`config.mk`:
```
export PLATFORM = sky130hd
export DESIGN_NAME = line_clear_engine
export DESIGN_NICKNAME = d
export VERILOG_FILES = /design/src/rtl/line_clear_engine.sv
export SDC_FILE = /design/constraint.sdc
export NUM_CORES = 1
export LEC_CHECK = 0
export BUFFER_PORTS_ARGS = -buffer_cell sky130_fd_sc_hd__clkbuf_2
export CAP_MARGIN = 40
export CORE_UTILIZATION = 30
export DETAILED_ROUTE_END_ITERATION = 6
export PLACE_DENSITY_LB_ADDON = 0.3
export SLEW_MARGIN = 40
export SYNTH_ARGS = -nofsm -noshare
export SYNTH_HDL_FRONTEND = slang
export SYNTH_SLANG_ARGS = --single-unit
```
`constraint.sdc`:
```
create_clock -name clk -period 7.63 [get_ports clk]
set_clock_uncertainty 0.05 [all_clocks]
set_input_delay 1.1445 -clock clk [delete_from_list [all_inputs] [get_ports clk]]
set_output_delay 1.1445 -clock clk [all_outputs]
set_load 0.03 [all_outputs]
```
`src/rtl/line_clear_engine.sv`:
```
// Tetris line-clear engine: scans the grid bottom-up over memory port A, drops full rows,
// compacts the surviving rows downward and zero-fills the vacated rows at the top.
module line_clear_engine #(
  parameter int COLS  = 10,
  parameter int ROWS  = 20,
  parameter int CNT_W = 5
) (
  input  logic             clk,
  input  logic             reset,
  input  logic             start,
  output logic             busy,
  output logic             done,
  output logic [CNT_W-1:0] lines_cleared,
  output logic [7:0]       mem_addr,
  output logic [7:0]       mem_wdata,
  output logic             mem_we,
  input  logic [7:0]       mem_rdata
);

  localparam int RW = (ROWS > 1) ? $clog2(ROWS) : 1;
  localparam int CW = (COLS > 1) ? $clog2(COLS) : 1;

  localparam logic [RW-1:0] LAST_ROW = RW'(ROWS - 1);
  localparam logic [CW-1:0] LAST_COL = CW'(COLS - 1);

  typedef enum logic [2:0] {
    S_IDLE,
    S_CHK_RD,
    S_CHK_WT,
    S_CPY_RD,
    S_CPY_WT,
    S_CPY_WR,
    S_FILL,
    S_DONE
  } state_t;

  state_t           state_q, state_d;
  logic [RW-1:0]    src_q, src_d;
  logic [RW-1:0]    dst_q, dst_d;
  logic [CW-1:0]    col_q, col_d;
  logic [CNT_W-1:0] cnt_q, cnt_d;
  logic [CNT_W-1:0] lines_q, lines_d;
  logic [7:0]       data_q, data_d;
  logic             dst_wrap_q, dst_wrap_d;

  function automatic logic [7:0] cell_addr(input logic [RW-1:0] row, input logic [CW-1:0] col);
    logic [15:0] a;
    a = 16'(row) * 16'(COLS) + 16'(col);
    return a[7:0];
  endfunction

  always_ff @(posedge clk) begin
    // NOTE: state registers use non-blocking assignments so every flop samples pre-edge values.
    if (reset) begin
      state_q    <= S_IDLE;
      src_q      <= '0;
      dst_q      <= '0;
      col_q      <= '0;
      cnt_q      <= '0;
      lines_q    <= '0;
      data_q     <= '0;
      dst_wrap_q <= 1'b0;
    end else begin
      state_q    <= state_d;
      src_q      <= src_d;
      dst_q      <= dst_d;
      col_q      <= col_d;
      cnt_q      <= cnt_d;
      lines_q    <= lines_d;
      data_q     <= data_d;
      dst_wrap_q <= dst_wrap_d;
    end
  end

  always_comb begin
    // NOTE: every output of this block is defaulted first so no path can infer a latch.
    state_d    = state_q;
    src_d      = src_q;
    dst_d      = dst_q;
    col_d      = col_q;
    cnt_d      = cnt_q;
    lines_d    = lines_q;
    data_d     = data_q;
    dst_wrap_d = dst_wrap_q;
    mem_addr   = 8'd0;
    mem_wdata  = 8'd0;
    mem_we     = 1'b0;

    unique case (state_q)
      S_IDLE: begin
        if (start) begin
          src_d      = LAST_ROW;
          dst_d      = LAST_ROW;
          col_d      = '0;
          cnt_d      = '0;
          dst_wrap_d = 1'b0;
          state_d    = S_CHK_RD;
        end
      end

      S_CHK_RD: begin
        mem_addr = cell_addr(src_q, col_q);
        state_d  = S_CHK_WT;
      end

      S_CHK_WT: begin
        if (mem_rdata == 8'd0) begin
          col_d = '0;
          if (src_q == dst_q) begin
            // Row already in place: step past it without touching memory.
            src_d      = src_q - RW'(1);
            dst_d      = dst_q - RW'(1);
            dst_wrap_d = (dst_q == '0);
            state_d    = (src_q == '0) ? S_FILL : S_CHK_RD;
          end else begin
            state_d = S_CPY_RD;
          end
        end else if (col_q == LAST_COL) begin
          cnt_d   = cnt_q + CNT_W'(1);
          col_d   = '0;
          src_d   = src_q - RW'(1);
          state_d = (src_q == '0) ? S_FILL : S_CHK_RD;
        end else begin
          col_d   = col_q + CW'(1);
          state_d = S_CHK_RD;
        end
      end

      S_CPY_RD: begin
        mem_addr = cell_addr(src_q, col_q);
        state_d  = S_CPY_WT;
      end

      S_CPY_WT: begin
        data_d  = mem_rdata;
        state_d = S_CPY_WR;
      end

      S_CPY_WR: begin
        mem_addr  = cell_addr(dst_q, col_q);
        mem_wdata = data_q;
        mem_we    = 1'b1;
        if (col_q == LAST_COL) begin
          // dst sits above src here, so it cannot be row 0.
          col_d   = '0;
          src_d   = src_q - RW'(1);
          dst_d   = dst_q - RW'(1);
          state_d = (src_q == '0) ? S_FILL : S_CHK_RD;
        end else begin
          col_d   = col_q + CW'(1);
          state_d = S_CPY_RD;
        end
      end

      S_FILL: begin
        if (dst_wrap_q) begin
          state_d = S_DONE;
        end else begin
          mem_addr = cell_addr(dst_q, col_q);
          mem_we   = 1'b1;
          if (col_q == LAST_COL) begin
            col_d = '0;
            if (dst_q == '0) begin
              dst_wrap_d = 1'b1;
              state_d    = S_DONE;
            end else begin
              dst_d = dst_q - RW'(1);
            end
          end else begin
            col_d = col_q + CW'(1);
          end
        end
      end

      S_DONE: begin
        lines_d = cnt_q;
        state_d = S_IDLE;
      end

      default: state_d = S_IDLE;
    endcase
  end

  assign busy          = (state_q != S_IDLE);
  assign done          = (state_q == S_DONE);
  assign lines_cleared = (state_q == S_DONE) ? cnt_q : lines_q;

endmodule

```
### Yosys cells after proc, flatten, opt, wreduce, memory -nomap -nowiden

Index checks and enable logic that the tools add are counted.

* register bits: 36
* input port bits: 11
* output and inout port bits: 24

* add/subtract/negate cells: 6
* multipliers: 2
* equal/unequal tests: 21
* multiplexer cells: 44
* reductions and logical operators: 16

Operators by type and width (number)
* 5-bit 2-to-1 mux: 14
* 3-bit 2-to-1 mux: 9
* 3-bit one-hot mux with 8 select lines: 1
* 8-bit one-hot mux with 3 select lines: 1
* 5-bit one-hot mux with 4 select lines: 1
* 2-bit inequality test, second input constant: 9
* 8-bit by 4-bit adder with 8-bit output: 2
* 4-bit 2-to-1 mux: 4
* 8-bit 2-to-1 mux: 2
* 4-bit one-hot mux with 4 select lines: 1
* 5-bit one-hot mux with 3 select lines: 1
* 5-bit by 3-bit multiplier with 7-bit output, second input constant: 2
* 3-bit == test, second input constant: 4
* 5-bit zero test: 2
* 5-bit one-hot mux with 2 select lines: 1
* 5-bit by 1-bit subtractor with 5-bit output, second input constant: 2
* 3-bit inequality test, second input constant: 3
* 3-bit AND reduction: 3
* 3-bit nonzero test: 3
* 8-bit zero test: 1
* 4-bit AND reduction: 2
* 8-bit AND reduction: 1
* 1-bit 2-to-1 mux: 7
* 3-bit by 2-bit == test with 1-bit output, second input constant: 2
* 11 further kinds: 11

### Logic depth before layout (Yosys ltp)

Gate-level depths: netlist of run 1.

* depth after elaboration: 5
* gate-level depth with buffers: 8

### Least setup slack after synthesis of run 1

No wires, ideal clock.

* path kind: register to output
* start: reg src_q[3]
* end: out mem_addr[7]
* arrival: 2.412 ns
* data required time: 6.435 ns
* slack: 4.023 ns
* cell stages (with the launch flop): 9
* buffers on the path: 0
* cell sequence: dfxtp_1 > ha_1 > ha_1 > fa_1 > xor2_1 > o2111ai_1 > xor2_1 > xnor2_1 > o22ai_1

* longest elaborated chain between the ends: 3

Ends and longest elaborated chain
* from (decl): RTL line 38 `logic [RW-1:0] src_q, src_d;`
* from (signal assigned): RTL line 65 `src_q <= src_d;`
* 5-bit by 3-bit multiplier with 7-bit output: RTL line 48 `a = 16'(row) * 16'(COLS) + 16'(col);`
* 8-bit by 4-bit adder with 8-bit output: RTL line 48
* 8-bit one-hot mux with 3 select lines: RTL line 89 `unique case (state_q)`
* to (decl): RTL line 14 `output logic [7:0] mem_addr,`

Every way passes these cells.

### Worst setup path after layout of run 1

Ends and elaborated chain as after synthesis.

==> results.toml, run 1 <==
[run_status]
status = "finished clean"

[sta]
finalCritPeriodShare_pct = 51.8
rsz0062_at_grt = "false"
setup_slack_ns = 3.67
finalMaxSlewViolations = 0
setup_viol = 0
fmax_mhz = 253
final_hold_viol_count = 0
period_needed_ns = 3.96
relSlewSlack_pct = 52.0
tns_ns = 0
tightest_slew_ns = 0.720

[drt]
routed_wl_um = 7020
num_vias = 2531
drc = 0
first_iter_violations = 188
detail_route.first_pass.iterations = 4
drt-wirelength-per-cell_um = 15.1
antenna_left = 0
vias_per_cell = 5.43

[floorplanning]
row_count = 34
die_h_um = 98.8
start_util_pct = 31.6
core-area_mm2 = 0.00889
pin_count = 35
chipWidth_um = 98.8
die_area_mm2 = 0.00976

[worst_setup_path]
cp.required_ns = 6.44
worstSetupEndpointType = "output pin"
setup.worst_path.start_class = "flip-flop"
cpPeakStageDelay_ns = 0.49
crit_arrival_ns = 2.76
crit_path_cell_trace = "ha_1 -> ha_1 -> fa_1 -> xor2_1 -> o2111ai_1 -> xor2_1 -> xnor2_1 -> o22ai_1 -> clkbuf_2"
crit_fanout = 7
path_class = "flip-flop to output pin"
slowest_stage = "dfxtp_1"

[synth]
async_flop_share_pct = 0
ys_seq_elements = 36
synth-edff-count = 0
ys_top_cells_by_area = "dfxtp_1 26%, ha_1 11%, nor2_1 3.9%"
synth_cells = 328
ys.flop_type = "dfxtp_1"
yosysMostFrequentCell = "dfxtp_1"
synth.largest_area_cell = "dfxtp_1"
syn_area_mm2 = 0.00281
synth_commonest_cells = "36 x dfxtp_1, 29 x nor2_1, 24 x ha_1"
ys_types = 69
syn_nets = 367
avgSynthCellArea_um2 = 8.57
yosys_warnings = 0
synth_top_cell_area_share_pct = 25.6
ys_seq_area_share_pct = 25.6

[clock_network]
clockBufferDepth = 2
root_buffer = "clkbuf_8"
cts_setup_buffers = 0
htree_levels = 2
cts_resized = 0
clk_pin_slew_ns = 0.08
cts_sinks = 36
cts_buffers = 5
cts_tree = "yes"
hold_buffers = 0
clkLatencyLatePin_ns = 0.30

[place]
dp_hpwl_um = 5260
dpl_worst_slack_ns = 4.01
place_congestion = 0.833
place_inst = 458
port_buffers = 34

[cells_and_area]
drive_gt1_share_pct = 18.7
area_growth_pct = 14.8
n_fill_cell = 918
finalNonFillerCells = 466
finalNetCount = 396
num_antenna_cells = 0
fin_util_pct = 36.3

[global_route]
grt_max_degree = 32
antenna_found_initial = 0
grt_pass1_vias = 2442
grt_pass1_wl_um = 12000
overflow = 0
grt.total_usage_pct = 15.1

[power_and_ir_drop]
power_w = 0.000555
power.leakage_nw = 1.38
power_density_mw_per_mm2 = 172
ir_drop_mv = 0.0774

[hold_path]
hold_path_class = "flip-flop to flip-flop"

[job]
maxCapViolCount = 0
## sequential cells by signal (all words and copies together) (netlist names)
signal / cells
lines_q: 5
data_q: 8
src_q: 5
dst_wrap_q: 1
dst_q: 5
col_q: 4
cnt_q: 5
state_q: 3
## worst paths after layout
path	startpoint	to	slack [ns]	cells after the start
min reg2reg	data_q[3]$_SDFFE_PP0P_	data_q[3]$_SDFFE_PP0P_	0.44	2
max	src_q[3]$_SDFFE_PP0P_	mem_addr[7]	3.67	9
min	data_q[3]$_SDFFE_PP0P_	data_q[3]$_SDFFE_PP0P_	0.44	2
max reg2reg	state_q[0]$_SDFFE_PP0P_	col_q[3]$_SDFFE_PP0P_	5.00	5
## critical path: cells and delay by family, from the launching register on
family | cells | cell delay [ns]
compound gates | 2 | 0.29
flops | 1 | 0.49
buf+inv | 1 | 0.23
fa+ha+maj | 3 | 0.90
xor+xnor | 3 | 0.56
## area by class of cell
type / count / area [um2] / share of cell area, %
Multi-Input combinational cell: 265 / 1980 / 61.4
Sequential cell: 36 / 721 / 22.3
Timing Repair Buffer: 35 / 178 / 5.51
Tap cell: 108 / 135 / 4.19
Clock inverter: 3 / 90.1 / 2.79
Clock buffer: 5 / 68.8 / 2.13
Inverter: 14 / 52.6 / 1.63
## cell usage in the layout, fill, tap and decap left out, types with 3 or more instances in the layout
cell type  netlist  routed
dfxtp_1         36      36
o21a_1           4       4
and2_1           4       4
a21o_1           5       5
o22ai_1          6       6
nor2b_1          6       6
mux2_2           5       5
ha_1            24      24
a211oi_1         3       3
nand3_1         12      12
a21oi_1         19      19
o21ai_1          3       3
or3_1            3       3
nand2b_1         3       3
nor3_1           4       4
nand2_1         19      19
a311oi_1         3       3
mux2i_1         10      10
clkbuf_2         0      34
xor2_1          11      11
or4_1            3       3
xnor2_1         10      10
fa_1             4       4
bufinv_16        0       3
a31oi_1          3       3
o21ai_0         13      13
and3_1          11      11
nor2_1          29      29
nand4_1          3       3
inv_1           14      14
clkbuf_8         0       5
## power by group
group          total (W)  internal (W)  switching [W]  leakage, nW
sequential      0.000209      0.000194      0.0000151        0.292
combinational   0.000107     0.0000420      0.0000653         1.01
clock           0.000239      0.000164      0.0000752       0.0784
total           0.000555      0.000400       0.000156         1.38
## per-layer routing
| metal | track usage, % | wire length (um) |
|---|---|---|
| met1 | 20.6 | 3510 |
| met2 | 23.3 | 3010 |
| met3 | 3.97 | 394 |
| met4 | 4.59 | 99 |
| met5 | 0 | 0 |
## logic make-up after synthesis
| kind of cell | count (synthesis) | share of synthesized area [%] |
|---|---|---|
| XOR/XNOR | 21 | 6.54 |
| adder cells (fa/ha/maj) | 28 | 13.5 |
| AND/OR/NAND/NOR | 118 | 24.4 |
| flip-flops | 36 | 25.6 |
| multiplexers | 15 | 5.57 |
| buffers and inverters | 27 | 4.10 |
| AO/OA/AOI/OAI | 83 | 20.2 |
## through the flow
| step | cell area (um2) | hold slack [ns] |
|---|---|---|
| after floorplan | 2810 | 0.402 |
| after global placement | 3060 | 0.418 |
| after detailed placement | 3060 | 0.429 |
| after CTS | 3220 | 0.448 |
| after global routing | 3230 | 0.456 |
| final | 3230 | 0.441 |
Power figures use the tool's default switching activity.
==> run 2: changes to the inputs <==
==> constraint.sdc (replaced) <==
create_clock -name clk -period 3.31 [get_ports clk]
set_clock_uncertainty 0.05 [all_clocks]
set_input_delay 0.4965 -clock clk [delete_from_list [all_inputs] [get_ports clk]]
set_output_delay 0.4965 -clock clk [all_outputs]
set_load 0.03 [all_outputs]
==> run 2 against run 1 <==
Compared with the run above: total power grew 130%; critical path depth is 1 lower; global-route usage shrank 0.081 points; register-to-register slack lost 4.0 ns.
==> results.toml, run 2 (synthesis gave the netlist of run 1 again) <==
[run_status]
status = "finished clean"

[floorplanning]
chipWidth_um = 98.8
row_count = 34
pin_count = 35
core-area_mm2 = 0.00889
die_h_um = 98.8
start_util_pct = 31.6
die_area_mm2 = 0.00976

[drt]
drc = 0
drt-wirelength-per-cell_um = 15.4
antenna_left = 0
detail_route.first_pass.iterations = 5
first_iter_violations = 157
routed_wl_um = 7220
vias_per_cell = 5.52
num_vias = 2582

[clock_network]
cts_resized = 2
htree_levels = 2
cts_setup_buffers = 0
clk_pin_slew_ns = 0.08
cts_buffers = 5
clockBufferDepth = 2
clkLatencyLatePin_ns = 0.29
root_buffer = "clkbuf_8"
cts_sinks = 36
hold_buffers = 0
cts_tree = "yes"

[sta]
fmax_mhz = 310
tns_ns = 0
relSlewSlack_pct = 48.0
rsz0062_at_grt = "false"
tightest_slew_ns = 0.769
period_needed_ns = 3.23
fin_worst_hold_slack_ns = 0.439
finalCritPeriodShare_pct = 97.5
final_hold_viol_count = 0
finalMaxSlewViolations = 0
setup_viol = 0

[cells_and_area]
top_register = "data_q"
drive_gt1_share_pct = 20.8
finalNonFillerCells = 468
final_cell_mix = "34 x clkbuf_2, 30 x dfxtp_1, 29 x nor2_1"
area_growth_pct = 15.6
num_antenna_cells = 0
largest_reg_flops = 8
layout_commonest_cell = "clkbuf_2"
finalNetCount = 398

[worst_setup_path]
crit_path_cell_trace = "ha_1 -> fa_1 -> xor2_1 -> o2111ai_1 -> xor2_1 -> xnor2_1 -> o22ai_1 -> clkbuf_2"
slowest_stage = "dfxtp_1"
crit_arrival_ns = 2.68
cp.required_ns = 2.76
crit_fanout = 7
cpPeakStageDelay_ns = 0.51
setup.worst_path.start_class = "flip-flop"
r2r_setup_slack_ns = 1.01
crit_top_cell = "xor2_1"
worst_r2r_path_depth = 6
worstSetupEndpointType = "output pin"
reg2reg_from = "state_q[0]$_SDFFE_PP0P_"
r2r_end = "col_q[3]$_SDFFE_PP0P_"
path_class = "flip-flop to output pin"

[hold_path]
whs_endpoint = "cnt_q[4]$_SDFFE_PP0P_"
min_from = "cnt_q[4]$_SDFFE_PP0P_"
hold_depth = 2
hold_path_class = "flip-flop to flip-flop"

[power_and_ir_drop]
ir_drop_mv = 0.202
power.leakage_nw = 1.39
power_density_mw_per_mm2 = 395
power_w = 0.00128

[place]
place_congestion = 0.845
place_inst = 460
dp_hpwl_um = 5460
port_buffers = 34

[global_route]
grt.total_usage_pct = 15.0
grt_pass1_wl_um = 11800
antenna_found_initial = 0
grt_pass1_vias = 2396
grt_max_degree = 32
overflow = 0

[job]
maxCapViolCount = 0
[run 2: cell types whose count changed in the layout (fill, tap and decap cells not counted)]
cell     delta
dfxtp_1     -6
dfxtp_2     +6
buf_4       +2
nor4b_1     +1
nor4b_2     -1
xor2_1      -1
xor2_2      +1
[run 2: through the flow]
step                      worst slack, ns  util [%]  area [um2]
after CTS                          0.0179      36.4        3240
after global placement              0.376      34.6        3080
final                              0.0812      36.5        3250
after floorplan                     0.351         -        2810
after detailed placement            0.317      34.6        3080
after global routing              0.00257      36.5        3250
[run 2: critical path, delay by kind of cell, from the launching register on]
kind            cells  cell delay, ns
buf+inv             1            0.23
fa+ha+maj           2            0.79
xor+xnor            3            0.56
flops               1            0.51
compound gates      2            0.30
[run 2: area by class of cell]
| cell class | count | area, um2 |
|---|---|---|
| fillers | 945 | 5640 |
| multi-input cells | 265 | 1980 |
| flip-flops and latches | 36 | 728 |
| repair buffers | 37 | 193 |
| well taps | 108 | 135 |
| clock inverters | 3 | 90.1 |
| clock buffers | 5 | 68.8 |
| inverters | 14 | 52.6 |
[run 2: worst max path at each step]
stage,slack (ns),end,start
2_1_floorplan,0.35,mem_addr[7],src_q[3]$_SDFFE_PP0P_
3_3_place_gp,0.38,mem_addr[7],dst_q[1]$_SDFFE_PP0P_
3_5_place_dp,0.32,mem_addr[7],dst_q[1]$_SDFFE_PP0P_
5_1_grt,0.003,mem_addr[7],src_q[1]$_SDFFE_PP0P_
6_report,0.08,mem_addr[7],src_q[4]$_SDFFE_PP0P_
4_1_cts,0.02,mem_addr[7],src_q[3]$_SDFFE_PP0P_
[run 2: where the power goes]
part	leakage [nW]	switching (W)	internal, W
logic	1.02	0.000155	0.000100
clock network	0.0784	0.000172	0.000377
registers	0.295	0.0000316	0.000448
total	1.39	0.000358	0.000926
[run 2: metal layers]
layer | global-route usage, % | part of all wire [%] | vias to the layer above
met1 | 20.6 | 49 | 1207
met5 | 0 | 0 | -
met2 | 23.7 | 44 | 86
met4 | 4.71 | 1.4 | 0
li1 | - | - | 1278
met3 | 2.91 | 5.3 | 11
==> run 3: changes to the inputs <==
==> constraint.sdc (replaced) <==
create_clock -name clk -period 3.3 [get_ports clk]
set_clock_uncertainty 0.05 [all_clocks]
set_input_delay 0.495 -clock clk [delete_from_list [all_inputs] [get_ports clk]]
set_output_delay 0.495 -clock clk [all_outputs]
set_load 0.1 [all_outputs]
==> run 3 against run 2 <==
Compared with the run above: register-to-register slack lost 0.07 ns; first-iteration DRC count shrank 29%; non-clock buffer count grew 3; total power shrank 14%; cell count grew 0.64%.
==> results.toml, run 3 (synthesis gave the netlist of run 1 again) <==
[cells_and_area]
finalNonFillerCells = 471
n_fill_cell = 902
finalNetCount = 401
area_growth_pct = 16.4
layout_commonest_cell = "dfxtp_1"
top_register = "data_q"
layout.area.seq_um2 = 734
multi_input_area_mm2 = 0.00202
largest_reg_flops = 8
drive_gt1_share_pct = 22.9
final_cell_mix = "31 x dfxtp_1, 30 x clkbuf_2, 29 x nor2_1"
num_antenna_cells = 0

[job]
maxCapViolCount = 0

[worst_setup_path]
crit_arrival_ns = 2.65
cp.required_ns = 2.75
worst_r2r_path_depth = 6
crit_top_cell = "ha_1"
cpPeakStageDelay_ns = 0.42
reg2reg_from = "state_q[2]$_SDFFE_PP0P_"
crit_fanout = 6
r2r_end = "src_q[0]$_SDFFE_PP0P_"
path_class = "flip-flop to output pin"
worstSetupEndpointType = "output pin"
slowest_stage = "fa_1"
crit_path_cell_trace = "ha_1 -> ha_1 -> fa_1 -> xor2_2 -> o2111ai_1 -> xor2_1 -> xnor2_1 -> o22ai_2 -> buf_12"
setup.worst_path.start_class = "flip-flop"
r2r_setup_slack_ns = 0.94

[floorplanning]
core-area_mm2 = 0.00889
die_area_mm2 = 0.00976
pin_count = 35
start_util_pct = 31.6
row_count = 34
die_h_um = 98.8
chipWidth_um = 98.8

[drt]
num_vias = 2549
detail_route.first_pass.iterations = 6
vias_per_cell = 5.41
drc = 0
drt-wirelength-per-cell_um = 15.2
antenna_left = 0
first_iter_violations = 112
routed_wl_um = 7170

[clock_network]
clk_pin_slew_ns = 0.08
cts_sinks = 36
clkLatencyLatePin_ns = 0.30
root_buffer = "clkbuf_8"
clockBufferDepth = 2
cts_buffers = 5
htree_levels = 2
hold_buffers = 0
cts_tree = "yes"

[global_route]
grt_pass1_vias = 2426
overflow = 0
grt.total_usage_pct = 15.2
antenna_found_initial = 0
grt_pass1_wl_um = 12000
grt_max_degree = 32

[sta]
final_hold_viol_count = 0
period_needed_ns = 3.20
relSlewSlack_pct = 48.9
setup_slack_ns = 0.105
setup_viol = 0
fmax_mhz = 313
tightest_slew_ns = 0.756
finalMaxSlewViolations = 0
finalCritPeriodShare_pct = 96.8

[power_and_ir_drop]
power_w = 0.00111
power.leakage_nw = 1.38
ir_drop_mv = 0.177
power_density_mw_per_mm2 = 338

[hold_path]
hold_depth = 2
hold_path_class = "flip-flop to flip-flop"
min_from = "data_q[0]$_SDFFE_PP0P_"
whs_endpoint = "data_q[0]$_SDFFE_PP0P_"

[run_status]
status = "finished clean"

[place]
port_buffers = 34
dpl_worst_slack_ns = 0.292
place_congestion = 0.860
dp_hpwl_um = 5400
place_inst = 462
run 3: cell types whose count changed in the layout (fill, tap and decap cells not counted), moves of 2 or more:
cell	delta
clkinvlp_4	+2
buf_4	+6
clkbuf_2	-4
bufinv_16	-3
dfxtp_2	-4
dfxtp_4	+3
o22ai_1	-4
o22ai_2	+4
run 3: worst max-delay path by stage:
stage	endpoint	cells after the start	startpoint
after floorplan	mem_addr[7]	8	dst_q[1]$_SDFFE_PP0P_
after global placement	mem_addr[7]	9	dst_q[1]$_SDFFE_PP0P_
after detailed placement	mem_addr[7]	9	src_q[3]$_SDFFE_PP0P_
after CTS	mem_addr[7]	9	src_q[1]$_SDFFE_PP0P_
after global routing	mem_addr[7]	9	src_q[1]$_SDFFE_PP0P_
final	mem_addr[7]	9	src_q[1]$_SDFFE_PP0P_
run 3: through the flow:
step           hold WS [ns]  util (%)  TNS [ns]  instance area [um2]
4_1_cts               0.445      36.4         0                 3240
3_3_place_gp          0.415      35.3         0                 3140
3_5_place_dp          0.426      35.3         0                 3140
5_1_grt               0.473      36.8   -0.0234                 3270
6_report              0.441      36.8         0                 3270
2_1_floorplan         0.402         -  -0.00706                 2840
run 3: worst max-delay path: cells and delay by family (launching register included):
kind	cells	cell delay, ns
buffers and inverters	1	0.20
DFF	1	0.37
AOI/OAI and AO/OA	2	0.28
adders and majority gates	3	0.95
xor gates and xnor gates	3	0.56
run 3: layout make-up:
| class | count | area share (%) |
|---|---|---|
| Inverter | 14 | 1.61 |
| Multi-Input combinational cell | 265 | 61.7 |
| Tap cell | 108 | 4.13 |
| Timing Repair Buffer | 40 | 7.27 |
| Sequential cell | 36 | 22.5 |
| Clock buffer | 5 | 2.10 |
| Clock inverter | 3 | 0.727 |
run 3: repair_timing:
| item | in CTS | in global routing |
|---|---|---|
| pin swaps | 0 | 2 |
| resized for setup | 4 | 6 |
| setup endpoints to repair | 1 | 1 |
| gates cloned | 0 | 0 |
| setup buffers | 0 | 1 |
run 3: per-layer routing:
layer | vias up | part of all wire [%] | track usage (%)
met2 | 54 | 46 | 24.3
met4 | 0 | 1.1 | 3.67
li1 | 1275 | - | -
met5 | - | 0 | 0
met3 | 9 | 4.0 | 2.27
met1 | 1211 | 49 | 21.4
run 3: report_power, final:
group	internal, W	switching (W)
clock network	0.000150	0.000186
logic	0.000107	0.000187
registers	0.000449	0.0000289
total	0.000705	0.000402
